`src/rtl/dmem_access_ctrl_pkg.sv`:
```
// Shared op codes, FSM state encoding and decode helpers for the data-memory
// access controller.
package dmem_access_ctrl_pkg;

  localparam int WORD_WIDTH   = 32;
  localparam int MEM_OP_WIDTH = 3;

  localparam logic [MEM_OP_WIDTH-1:0] MEM_LB  = 3'd0;
  localparam logic [MEM_OP_WIDTH-1:0] MEM_LBU = 3'd1;
  localparam logic [MEM_OP_WIDTH-1:0] MEM_LH  = 3'd2;
  localparam logic [MEM_OP_WIDTH-1:0] MEM_LHU = 3'd3;
  localparam logic [MEM_OP_WIDTH-1:0] MEM_LW  = 3'd4;
  localparam logic [MEM_OP_WIDTH-1:0] MEM_SB  = 3'd5;
  localparam logic [MEM_OP_WIDTH-1:0] MEM_SH  = 3'd6;
  localparam logic [MEM_OP_WIDTH-1:0] MEM_SW  = 3'd7;

  typedef enum logic [2:0] {
    ST_IDLE   = 3'd0,
    ST_LOAD   = 3'd1,
    ST_RMW_RD = 3'd2,
    ST_WRITE  = 3'd3,
    ST_RESP   = 3'd4
  } state_e;

  function automatic logic is_misaligned(input logic [MEM_OP_WIDTH-1:0] op,
                                         input logic [1:0] off);
    case (op)
      MEM_LH, MEM_LHU, MEM_SH: return off[0];
      MEM_LW, MEM_SW:          return |off;
      default:                 return 1'b0;
    endcase
  endfunction

  function automatic logic is_load(input logic [MEM_OP_WIDTH-1:0] op);
    return op <= MEM_LW;
  endfunction

endpackage

```
`src/rtl/dmem_access_ctrl_mem_lane_align.sv`:
```
// Byte/halfword lane steering: extracts and extends a load lane, and merges
// store data into a read word for read-modify-write.
module mem_lane_align
  import dmem_access_ctrl_pkg::*;
#(
  parameter int W          = WORD_WIDTH,
  parameter bit BIG_ENDIAN = 1'b1
) (
  input  logic [MEM_OP_WIDTH-1:0] op,
  input  logic [1:0]              off,
  input  logic [W-1:0]            word,
  input  logic [W-1:0]            wdata,
  output logic [W-1:0]            load_data,
  output logic [W-1:0]            merged
);

  logic         half;
  logic [4:0]   sh;
  logic [W-1:0] mask;
  logic [W-1:0] lane;

  always_comb begin
    half = (op == MEM_LH) || (op == MEM_LHU) || (op == MEM_SH);
    // Big-endian puts offset 0 in the top lane, so the shift counts down.
    if (BIG_ENDIAN) sh = half ? {~off[1], 4'b0000} : {~off, 3'b000};
    else            sh = half ? { off[1], 4'b0000} : { off, 3'b000};
    mask = half ? W'(16'hFFFF) : W'(8'hFF);
    lane = (word >> sh) & mask;
    case (op)
      MEM_LB:           load_data = {{(W-8){lane[7]}}, lane[7:0]};
      MEM_LH:           load_data = {{(W-16){lane[15]}}, lane[15:0]};
      MEM_LBU, MEM_LHU: load_data = lane;
      default:          load_data = word;
    endcase
    merged = (word & ~(mask << sh)) | ((wdata & mask) << sh);
  end

endmodule

```
`src/rtl/dmem_access_ctrl.sv`:
```
// Initiator for a word-only data memory: turns sub-word loads/stores into
// aligned word reads, writes and read-modify-writes, flagging misalignment.
module dmem_access_ctrl
  import dmem_access_ctrl_pkg::*;
#(
  parameter int W          = WORD_WIDTH,
  parameter bit BIG_ENDIAN = 1'b1
) (
  input  logic                    clk,
  input  logic                    rst,
  input  logic                    req_valid,
  output logic                    req_ready,
  input  logic [MEM_OP_WIDTH-1:0] req_op,
  input  logic [W-1:0]            req_addr,
  input  logic [W-1:0]            req_wdata,
  output logic                    resp_valid,
  input  logic                    resp_ready,
  output logic [W-1:0]            resp_rdata,
  output logic                    resp_err,
  output logic                    mem_read_en,
  output logic [W-1:0]            mem_read_addr,
  input  logic [W-1:0]            mem_read_data,
  output logic                    mem_write_en,
  output logic [W-1:0]            mem_write_addr,
  output logic [W-1:0]            mem_write_data
);

  state_e                  state_q, state_d;
  logic [MEM_OP_WIDTH-1:0] op_q, op_d;
  logic [W-1:0]            addr_q, addr_d;
  logic [W-1:0]            wdata_q, wdata_d;
  logic [W-1:0]            merged_q, merged_d;
  logic [W-1:0]            rdata_q, rdata_d;
  logic                    err_q, err_d;
  logic [W-1:0]            lane_load;
  logic [W-1:0]            lane_merged;

  mem_lane_align #(.W(W), .BIG_ENDIAN(BIG_ENDIAN)) u_align (
    .op        (op_q),
    .off       (addr_q[1:0]),
    .word      (mem_read_data),
    .wdata     (wdata_q),
    .load_data (lane_load),
    .merged    (lane_merged)
  );

  // Enables are gated by rst so a reset landing mid-operation never writes.
  assign req_ready      = (state_q == ST_IDLE) && !rst;
  assign resp_valid     = (state_q == ST_RESP);
  assign resp_rdata     = rdata_q;
  assign resp_err       = err_q;
  assign mem_read_en    = ((state_q == ST_LOAD) || (state_q == ST_RMW_RD)) && !rst;
  assign mem_write_en   = (state_q == ST_WRITE) && !rst;
  assign mem_read_addr  = {addr_q[W-1:2], 2'b00};
  assign mem_write_addr = {addr_q[W-1:2], 2'b00};
  assign mem_write_data = merged_q;

  always_comb begin
    state_d  = state_q;
    op_d     = op_q;
    addr_d   = addr_q;
    wdata_d  = wdata_q;
    merged_d = merged_q;
    rdata_d  = rdata_q;
    err_d    = err_q;
    case (state_q)
      ST_IDLE: begin
        if (req_valid) begin
          op_d    = req_op;
          addr_d  = req_addr;
          wdata_d = req_wdata;
          rdata_d = '0;
          err_d   = 1'b0;
          if (is_misaligned(req_op, req_addr[1:0])) begin
            err_d   = 1'b1;
            state_d = ST_RESP;
          end else if (is_load(req_op)) begin
            state_d = ST_LOAD;
          end else if (req_op == MEM_SW) begin
            merged_d = req_wdata;
            state_d  = ST_WRITE;
          end else begin
            state_d = ST_RMW_RD;
          end
        end
      end
      ST_LOAD: begin
        rdata_d = lane_load;
        state_d = ST_RESP;
      end
      ST_RMW_RD: begin
        merged_d = lane_merged;
        state_d  = ST_WRITE;
      end
      ST_WRITE: state_d = ST_RESP;
      ST_RESP:  if (resp_ready) state_d = ST_IDLE;
      default:  state_d = ST_IDLE;
    endcase
  end

  always_ff @(posedge clk) begin
    if (rst) begin
      state_q  <= ST_IDLE;
      op_q     <= '0;
      addr_q   <= '0;
      wdata_q  <= '0;
      merged_q <= '0;
      rdata_q  <= '0;
      err_q    <= 1'b0;
    end else begin
      state_q  <= state_d;
      op_q     <= op_d;
      addr_q   <= addr_d;
      wdata_q  <= wdata_d;
      merged_q <= merged_d;
      rdata_q  <= rdata_d;
      err_q    <= err_d;
    end
  end

endmodule
```
`config.mk`:
```
export PLATFORM = sky130hd
export DESIGN_NAME = dmem_access_ctrl
export DESIGN_NICKNAME = d
export VERILOG_FILES = /design/src/rtl/dmem_access_ctrl_pkg.sv /design/src/rtl/dmem_access_ctrl_mem_lane_align.sv /design/src/rtl/dmem_access_ctrl.sv
export SDC_FILE = /design/constraint.sdc
export NUM_CORES = 1
export LEC_CHECK = 0
export ABC_AREA = 1
export CORE_ASPECT_RATIO = 2
export CORE_MARGIN = 4
export CORE_UTILIZATION = 40
export DETAILED_ROUTE_END_ITERATION = 12
export DONT_BUFFER_PORTS = 1
export PLACE_DENSITY = 0.52
export SLEW_MARGIN = 40
export SYNTH_ARGS = -nofsm -noshare
export SYNTH_HDL_FRONTEND = slang
export SYNTH_SLANG_ARGS = --single-unit
```
`constraint.sdc`:
```
create_clock -name clk -period 3.9 [get_ports clk]
set_input_delay 1.17 -clock clk [delete_from_list [all_inputs] [get_ports clk]]
set_output_delay 1.17 -clock clk [all_outputs]
set_load 0.01 [all_outputs]
```
### Word level (Yosys, flattened, before mapping)

Cells that the tools add are included.

| operators by class | value |
|---|---|
| add/subtract/negate cells | 0 |
| multipliers | 0 |
| div/mod/pow operators | 0 |
| $lt $le $gt $ge | 1 |
| eq/ne operators | 18 |
| shift-type cells | 3 |
| muxes and demuxes | 20 |
| bitwise logic cells | 7 |
| reductions and logical operators | 20 |

Operators by type and width:

| kind | number |
|---|---|
| $mux 32 | 5 |
| $pmux 32 s2 | 2 |
| $and 32x32->32 | 3 |
| $pmux 32 s3 | 1 |
| $shl 32x5->32 | 2 |
| $not 32->32 | 1 |
| $or 32x32->32 | 1 |
| $shr 32x5->32 | 1 |
| $eq 3x2->1 const B | 6 |
| $mux 16 | 1 |
| $eq 3x3->1 const B | 5 |
| $pmux 3 s4 | 1 |
| $mux 3 | 3 |
| $reduce_or 2->1 | 4 |
| $eq 3x1->1 const B | 2 |
| $logic_not 3->1 | 2 |
| $ne 2x2->1 const B | 3 |
| $reduce_and 2->1 | 3 |
| $mux 5 | 1 |
| $reduce_and 5->1 | 1 |
| $mux 1 | 4 |
| $ne 2x1->1 const B | 2 |
| $reduce_bool 2->1 | 2 |
| $le 3x3->1 const B | 1 |
| other kinds (8) | 12 |

| word-level totals | value |
|---|---|
| register bits | 135 |
| bits in latches | 0 |
| bits in writable memories | 0 |
| bits in read-only memories | 0 |
| input bits | 103 |
| output and inout port bits | 133 |
| logic and storage cells | 76 |
| memories | 0 |

### Longest topological paths before layout

Gate-level depths: netlist (run 1).

| depth | value |
|---|---|
| word-level depth | 9 |
| mapped depth | 13 |
| depth with buffers taken out | 11 |

### Modules after synthesis

A second synthesis (run 1) with hierarchy kept.

| unflattened totals | value |
|---|---|
| cell total of the unflattened synthesis | 1120 |
| area total of the unflattened synthesis | 7405.9 um2 |

Modules (own cells, without submodules):

| module | instances | cells each | area an instance (um2) | sequential area each (um2) |
|---|---|---|---|---|
| dmem_access_ctrl | 1 | 860 | 6097.1 | 2702.6 |
| mem_lane_align | 1 | 260 | 1308.8 | 0.0 |

### Worst setup path after synthesis (run 1)

No wires, ideal clock.

| timing path | value |
|---|---|
| kind | input to output |
| start | in rst |
| end | out req_ready |
| arrival | 1.760 ns |
| data required time | 2.730 ns |
| slack | 0.970 ns |
| stages | 3 |
| buffers on the path | 2 |
| cells stage by stage | clkbuf_1 clkbuf_1 nor2_1 |

| between the ends | value |
|---|---|
| cells in the longest elaborated chain, start to end | 2 |

RTL lines:

| element | line | RTL |
|---|---|---|
| from (decl) | dmem_access_ctrl.sv:10 | `input logic rst,` |
| $logic_not 1->1 | dmem_access_ctrl.sv:48 | `assign req_ready = (state_q == ST_IDLE) && !rst;` |
| $logic_and 1x1->1 | dmem_access_ctrl.sv:48 |  |
| to (decl) | dmem_access_ctrl.sv:12 | `output logic req_ready,` |

No other way between the ends.

### Final worst setup path (run 1)

| timing path | value |
|---|---|
| start | reg state_q[2] |
| end | out mem_read_en |

| between the ends | value |
|---|---|
| cells in the longest elaborated chain, start to end | 3 |
| elaborated cells on any way between the ends | 4 |
| classes of those cells | 2 x eq/ne; 2 x reduce/logical |

RTL lines:

| element | line | RTL |
|---|---|---|
| from (decl) | dmem_access_ctrl.sv:28 | `state_e state_q, state_d;` |
| from (signal assigned) | dmem_access_ctrl.sv:111 | `state_q <= state_d;` |
| $eq 3x1->1 or $eq 3x2->1 (tied branches) | dmem_access_ctrl.sv:52 | `assign mem_read_en = ((state_q == ST_LOAD) \|\| (state_q == ST_RMW_RD)) && !rst;` |
| $logic_or 1x1->1 * | dmem_access_ctrl.sv:52 |  |
| $logic_and 1x1->1 * | dmem_access_ctrl.sv:52 |  |
| to (decl) | dmem_access_ctrl.sv:20 | `output logic mem_read_en,` |

Every way passes the cells marked *; elsewhere a longest branch is shown, timed or not.

==> results of run 1 <==
[metrics by stage]
stage          setup slack (ns)  hold slack [ns]   util
6_report                   1.01            0.458  0.416
5_1_grt                   0.902            0.483  0.416
4_1_cts                   0.983            0.457  0.416
3_5_place_dp               1.21            0.448  0.381
3_3_place_gp               1.22            0.439  0.381
2_1_floorplan             0.970            0.430      -
[state kept, by name, summed over array words and instances (netlist names)]
register        count
addr_q             32
mem_write_data     32
op_q                3
resp_err            1
resp_rdata         32
state_q             3
wdata_q            16
[critical path: stages (launching register included)]
cell and delay, ns:
dfxtp_1 0.31, inv_1 0.09, nand2_1 0.11, nor2_2 0.09, buf_4 0.20, inv_2 0.20, a21oi_1 0.32
[area by class of cell]
cell class	count	area [µm²]
flip-flops and latches	119	2380
clock inverters	14	104
fillers	1694	8930
well taps	198	248
inverters	69	259
multi-input cells	637	2860
clock buffers	18	429
repair buffers	11	82.6
[power groups by stage]
stage          logic (mW)  registers, mW  clock network, mW
4_1_cts             0.824           1.54               1.44
6_report            0.819           1.53               1.40
3_5_place_dp        0.821           1.56                  0
5_1_grt             0.938           1.56               1.50
2_1_floorplan       0.841           1.47                  0
3_3_place_gp        0.807           1.56                  0
[cells by family (layout without fill, tap and decap cells)]
group | count (synthesis) | count (layout) | synth area share
and+or+nand+nor | 351 | 351 | 0.228
AOI/OAI and AO/OA | 282 | 282 | 0.230
buffers and inverters | 190 | 112 | 0.159
DFF | 119 | 119 | 0.383
other | 1 | 4 | 0.000603
[final timing paths]
| check | start | end | cells after the start |
|---|---|---|---|
| worst max-delay path | state_q[2] | mem_read_en | 6 |
| worst min-delay path | wdata_q[12] | wdata_q[12] | 2 |
| worst max register to register | op_q[1] | mem_write_data[21] | 7 |
| worst min register to register | wdata_q[12] | wdata_q[12] | 2 |
[cells in the final DEF (no fill, tap or decap)]
master      netlist  routed
buf_4            65      11
o21ai_1          20      20
o21ai_0         106     106
nor3_1            3       3
inv_2             7       7
clkinv_1          0       1
nand3_1          16      16
inv_6             0       2
clkinv_4          0       3
nor2_2            3       4
nor2_1          129     128
nor2_4            2       2
clkinvlp_4        0       6
clkbuf_16         0      17
nand4_1           4       4
clkinv_2          0       3
nand3_4           1       1
o211ai_1          1       1
dfxtp_1         119     119
o22ai_1           9       9
or2_1             1       1
nand2_2           3       3
o31ai_1           1       1
nand3b_1          1       1
inv_1            62      61
conb_1            1       4
a21oi_1         145     145
nand2_1         186     186
nand2_4           2       2
clkbuf_1         37       1
[metal layers]
metal	share of wire	vias to the layer above	GRT usage
met5	0	-	0
met1	0.35	2607	0.240
li1	-	2816	-
met2	0.51	248	0.382
met4	0.039	0	0.111
met3	0.098	38	0.0756
==> impl_results.md, run 1 <==
* TritonCTS buffer count at 17
* Max Root-Sink Buffers at 2
* Power Total at 3.75 mW
* Slew HR at 0.552
* Initial Util at 0.406
* Final slew viol count at 0
* CP endpoint kind: output port
* First-pass GRT wire length at 30300 µm
* Arr. time, crit path at 1.72 ns
* Syn Area/Cell at 6.59 µm²
* Leading post-synthesis cells by cell area: dfxtp_1, a21oi_1, nand2_1
* Most used DFF post-synth: dfxtp_1
* Routed WL at 19600 µm
* Root Driver: clkbuf_16
* 1st-iter DRT viols at 347
* Vias per inst at 5.36
* Measured slew at the worst slew-check pin at 0.670 ns
* Vias in the first global route at 5606
* Share of power burned in registers at 0.409
* Min-Delay Path Class: flop to flop
* Core area at 15300 µm²
* Sum of negative setup slack at 0 ns
* Logic pwr share at 0.218
* Crit Path Max Fanout at 25
* ANT nets after route at 0
* Power per cell area at 589 nW/µm²
* Post-DP HPWL at 14800 µm
* Sw Share at 0.360
* Unique masters post-synth at 27
* # rows at 64
* Final hold vios at 0
* Grt ovf at 0
* Top Ports at 236
* Drt wl/cell at 18.4 µm
* Pin count of the biggest net entering global routing at 71
* FFs w/ async S/R, synth at 0
* Power Internal at 2.40 mW
* Drt first pass iters at 5
* Post-route design area at 6370 µm²
* Post-synth EDFFs at 0
* Final GP Congestion at 0.962
* Chip height at 184 µm
* Clock-pin slew on the worst setup and hold paths at 0.06 ns
* Share of cells above drive strength 1 at 0.0703
* Die width at 96.1 µm
* Residual DRC count at 0
* Fin crit share at 0.741
* Area post-placement at 5830 µm²
* Diodes inserted at 0
* CTS tree: built
* Nets at 958
* Placed cell count at 1034
* R2R setup slack at 1.33 ns
* Synth area leader: dfxtp_1
* Status: finished, final reports clean
* Clock sinks at 119
* RSZ-0062 raised after global routing: no
* H-tree levels at 4
* Top cell type's share of synthesized area at 0.383
* Area growth, synth to finish at 2.42%
* Clock latency on the worst-skew pair at 0.41 ns
* Via total after detailed routing at 5709
* Psw at 1.35 mW
* Clk network pwr share at 0.372
* Die area at 17700 µm²
* Layout Skew at 0.00603 ns
* Critical Path RT at 2.73 ns
* Post-CTS Setup Bufs at 0
* Antenna violations before repair at 0
* Worst VDD drop at 312 µV
* Cell Count, Final, Fillers Out at 1066
* FF+latch count, synth at 119
* GR Util All Layers at 0.224
* Sequential-to-total area share from yosys stat at 0.383
* Most frequent cells after synthesis: nand2_1, a21oi_1, nor2_1, dfxtp_1, o21ai_0
* Final min period at 2.89 ns
* Crit start category: flop
* Most numerous cell in the Yosys netlist: nand2_1
* Setup violations, final at 0
* Crit path kind: flop to output port
* Synthesized cell area at 6220 µm²
* Max-Cap Viols at 0
* Gate Count Post-Synth at 943
* I/O Buffers at 0
* CTS resizes at 0
* Synth warn at 0
* Hold_buf cts at 0
* LEAKAGE at 2.62 nW
* Fmax at 346 MHz
Power figures use the tool's default switching activity.
==> run 2, diff against run 1 <==
Settings changed: PLACE_DENSITY 0.52 to 0.54.
Clock period 3.9 ns to 2.4 ns, I/O delays scaled along.
==> run 2 against run 1 <==
Net effect:
- die area stayed put
- setup slack got worse by 0.84 ns
- largest power group is now the clock network
- clock power grew 110%
- critical path type unchanged
- clock skew is 0.0027 ns higher
- via count about the same
- power rose by 81%
- global-route usage grew 0.81 points
- non-clock buffer count rose by 8
==> impl_results.md, run 2 (synthesis gave the netlist of run 1 again) <==
* Final hold vios at 0 (unchanged)
* Most frequent cells in the layout: nand2_1, a21oi_1, nor2_1, dfxtp_1, o21ai_0 (unchanged)
* First-pass GRT wire length at 31100 µm (was 30300 µm)
* Most common cell after layout, fill and taps aside: nand2_1 (unchanged)
* Diodes inserted at 0 (unchanged)
* Post-CTS Setup Bufs at 0 (unchanged)
* Slew HR at 0.576 (was 0.552)
* Critical path depth in cells at 4 (was 6)
* Root Driver: clkbuf_16 (unchanged)
* Power per cell area at 1030 nW/µm² (was 589 nW/µm²)
* Routed WL at 20400 µm (was 19600 µm)
* Die width at 96.1 µm (unchanged)
* Hold Path Stages at 1 (was 2)
* Sum of negative setup slack at 0 ns (unchanged)
* Final GP Congestion at 0.953 (was 0.962)
* Nets at 966 (was 958)
* Share of cells above drive strength 1 at 0.0811 (was 0.0703)
* Residual DRC count at 0 (unchanged)
* Die area at 17700 µm² (unchanged)
* GR Util All Layers at 0.232 (was 0.224)
* CP bufs+invs at 1 (was 3)
* Drt first pass iters at 5 (unchanged)
* Fin crit share at 0.929
* Crit path kind: flop to output port (unchanged)
* Fmax at 449 MHz
* H-tree levels at 4 (unchanged)
* Critical Path RT at 1.68 ns (was 2.73 ns)
* Antenna violations before repair at 0 (unchanged)
* ANT nets after route at 0 (unchanged)
* CTS tree: built (unchanged)
* LEAKAGE at 2.75 nW (was 2.62 nW)
* Arr. time, crit path at 1.51 ns (was 1.72 ns)
* Grt ovf at 0 (unchanged)
* Final min period at 2.23 ns
* Max incr delay on CP at 0.32 ns (about the same)
* I/O Buffers at 0 (unchanged)
* 1st-iter DRT viols at 320 (was 347)
* Vias per inst at 5.32 (was 5.36)
* Top Family by Delay on Critical Path: simple AND/OR/NAND/NOR gates (was buffers and inverters)
* Clock-pin slew on the worst setup and hold paths at 0.06 ns (about the same)
* Max-Cap Viols at 0 (unchanged)
* Drt wl/cell at 19.0 µm (was 18.4 µm)
* Vias in the first global route at 5643 (was 5606)
* CP endpoint kind: output port (unchanged)
* Cell Count, Final, Fillers Out at 1074 (was 1066)
* Register-to-Register Path Depth at 9 (was 7)
* Max Root-Sink Buffers at 2 (unchanged)
* Power Total at 6.79 mW (was 3.75 mW)
* Layout Skew at 0.00873 ns (was 0.00603 ns)
* Hold_buf cts at 0 (unchanged)
* Worst VDD drop at 475 µV (was 312 µV)
* Crit path cell chain: or2_1, nor2_2, inv_2, nor2_1 (was inv_1, nand2_1, nor2_2, buf_4, inv_2, a21oi_1)
* # rows at 64 (unchanged)
* Critical-path top delay cell: dfxtp_1 (was a21oi_1)
* Pin count of the biggest net entering global routing at 58 (was 71)
* Crit Path Max Fanout at 5 (was 25)
* Clock latency on the worst-skew pair at 0.42 ns (was 0.41 ns)
* Top Ports at 236 (unchanged)
* Area growth, synth to finish at 6.00% (was 2.42%)
* Status: finished, final reports clean (unchanged)
* Chip height at 184 µm (unchanged)
* Setup violations, final at 0 (unchanged)
* Post-DP HPWL at 15200 µm (was 14800 µm)
* Crit start category: flop (unchanged)
* Via total after detailed routing at 5713 (was 5709)
* Clock sinks at 119 (unchanged)
* Placed cell count at 1042 (was 1034)
* Measured slew at the worst slew-check pin at 0.634 ns (was 0.670 ns)
* RSZ-0062 raised after global routing: no (unchanged)
* Initial Util at 0.406 (unchanged)
* Core area at 15300 µm² (unchanged)
* CTS resizes at 0 (unchanged)
* Min-Delay Path Class: primary input to flop (was flop to flop)
* TritonCTS buffer count at 17 (unchanged)
* Final slew viol count at 0 (unchanged)
==> run 2: cell types whose count changed in the layout (fill, tap and decap cells not counted), sizes merged <==
cell / delta
buf: +8
clkinvlp: -4
clkinv: -4
bufinv: +5
inv: +2
clkbuf: +1
==> run 2: worst paths after layout <==
check	startpoint	end	slack [ns]
hold / removal	rst	resp_rdata[23]	0.38
setup / recovery	state_q[0]	req_ready	0.17
setup reg to reg	op_q[2]	resp_rdata[0]	0.36
hold reg to reg	wdata_q[13]	wdata_q[13]	0.46
==> run 2: worst reg2reg max path, cell delays in order, from the launching register on <==
cell,delay [ns]
dfxtp_1,0.32
inv_2,0.18
nand2_4,0.11
nand3_4,0.22
nand2_1,0.43
o21ai_0,0.33
nand2_1,0.09
o21ai_0,0.09
nand2_1,0.08
a21oi_1,0.12
==> run 2: metrics by stage <==
stage	instance area [µm²]	hold WS [ns]	setup WS, ns	utilization
after floorplan	6230	0.430	0.370	-
after global placement	5920	0.438	0.333	0.387
after detailed placement	5920	0.442	0.311	0.387
after CTS	6590	0.353	0.143	0.431
after global routing	6590	0.352	0.0255	0.431
final	6590	0.376	0.171	0.431
==> run 2: layout make-up <==
type	instances	area (µm²)
clock buffer	19	453
timing repair buffer	19	168
inverter	69	259
multi-input combinational	637	2860
clock inverter	13	218
sequential	119	2380
tap	198	248
fill	1655	8710
==> run 2: metal layers <==
metal | part of all wire | track usage | wire length, µm | vias to the layer above
met5 | 0 | 0 | 0 | -
met4 | 0.035 | 0.107 | 709 | 0
met3 | 0.095 | 0.0768 | 1940 | 42
met2 | 0.51 | 0.394 | 10500 | 236
met1 | 0.36 | 0.255 | 7250 | 2596
li1 | - | - | - | 2839
==> run 2: where the power goes <==
part / total, mW / internal (mW) / switching [mW]
combinational: 1.38 / 0.412 / 0.971
clock: 2.91 / 1.91 / 0.999
sequential: 2.49 / 2.20 / 0.291
total: 6.79 / 4.53 / 2.26
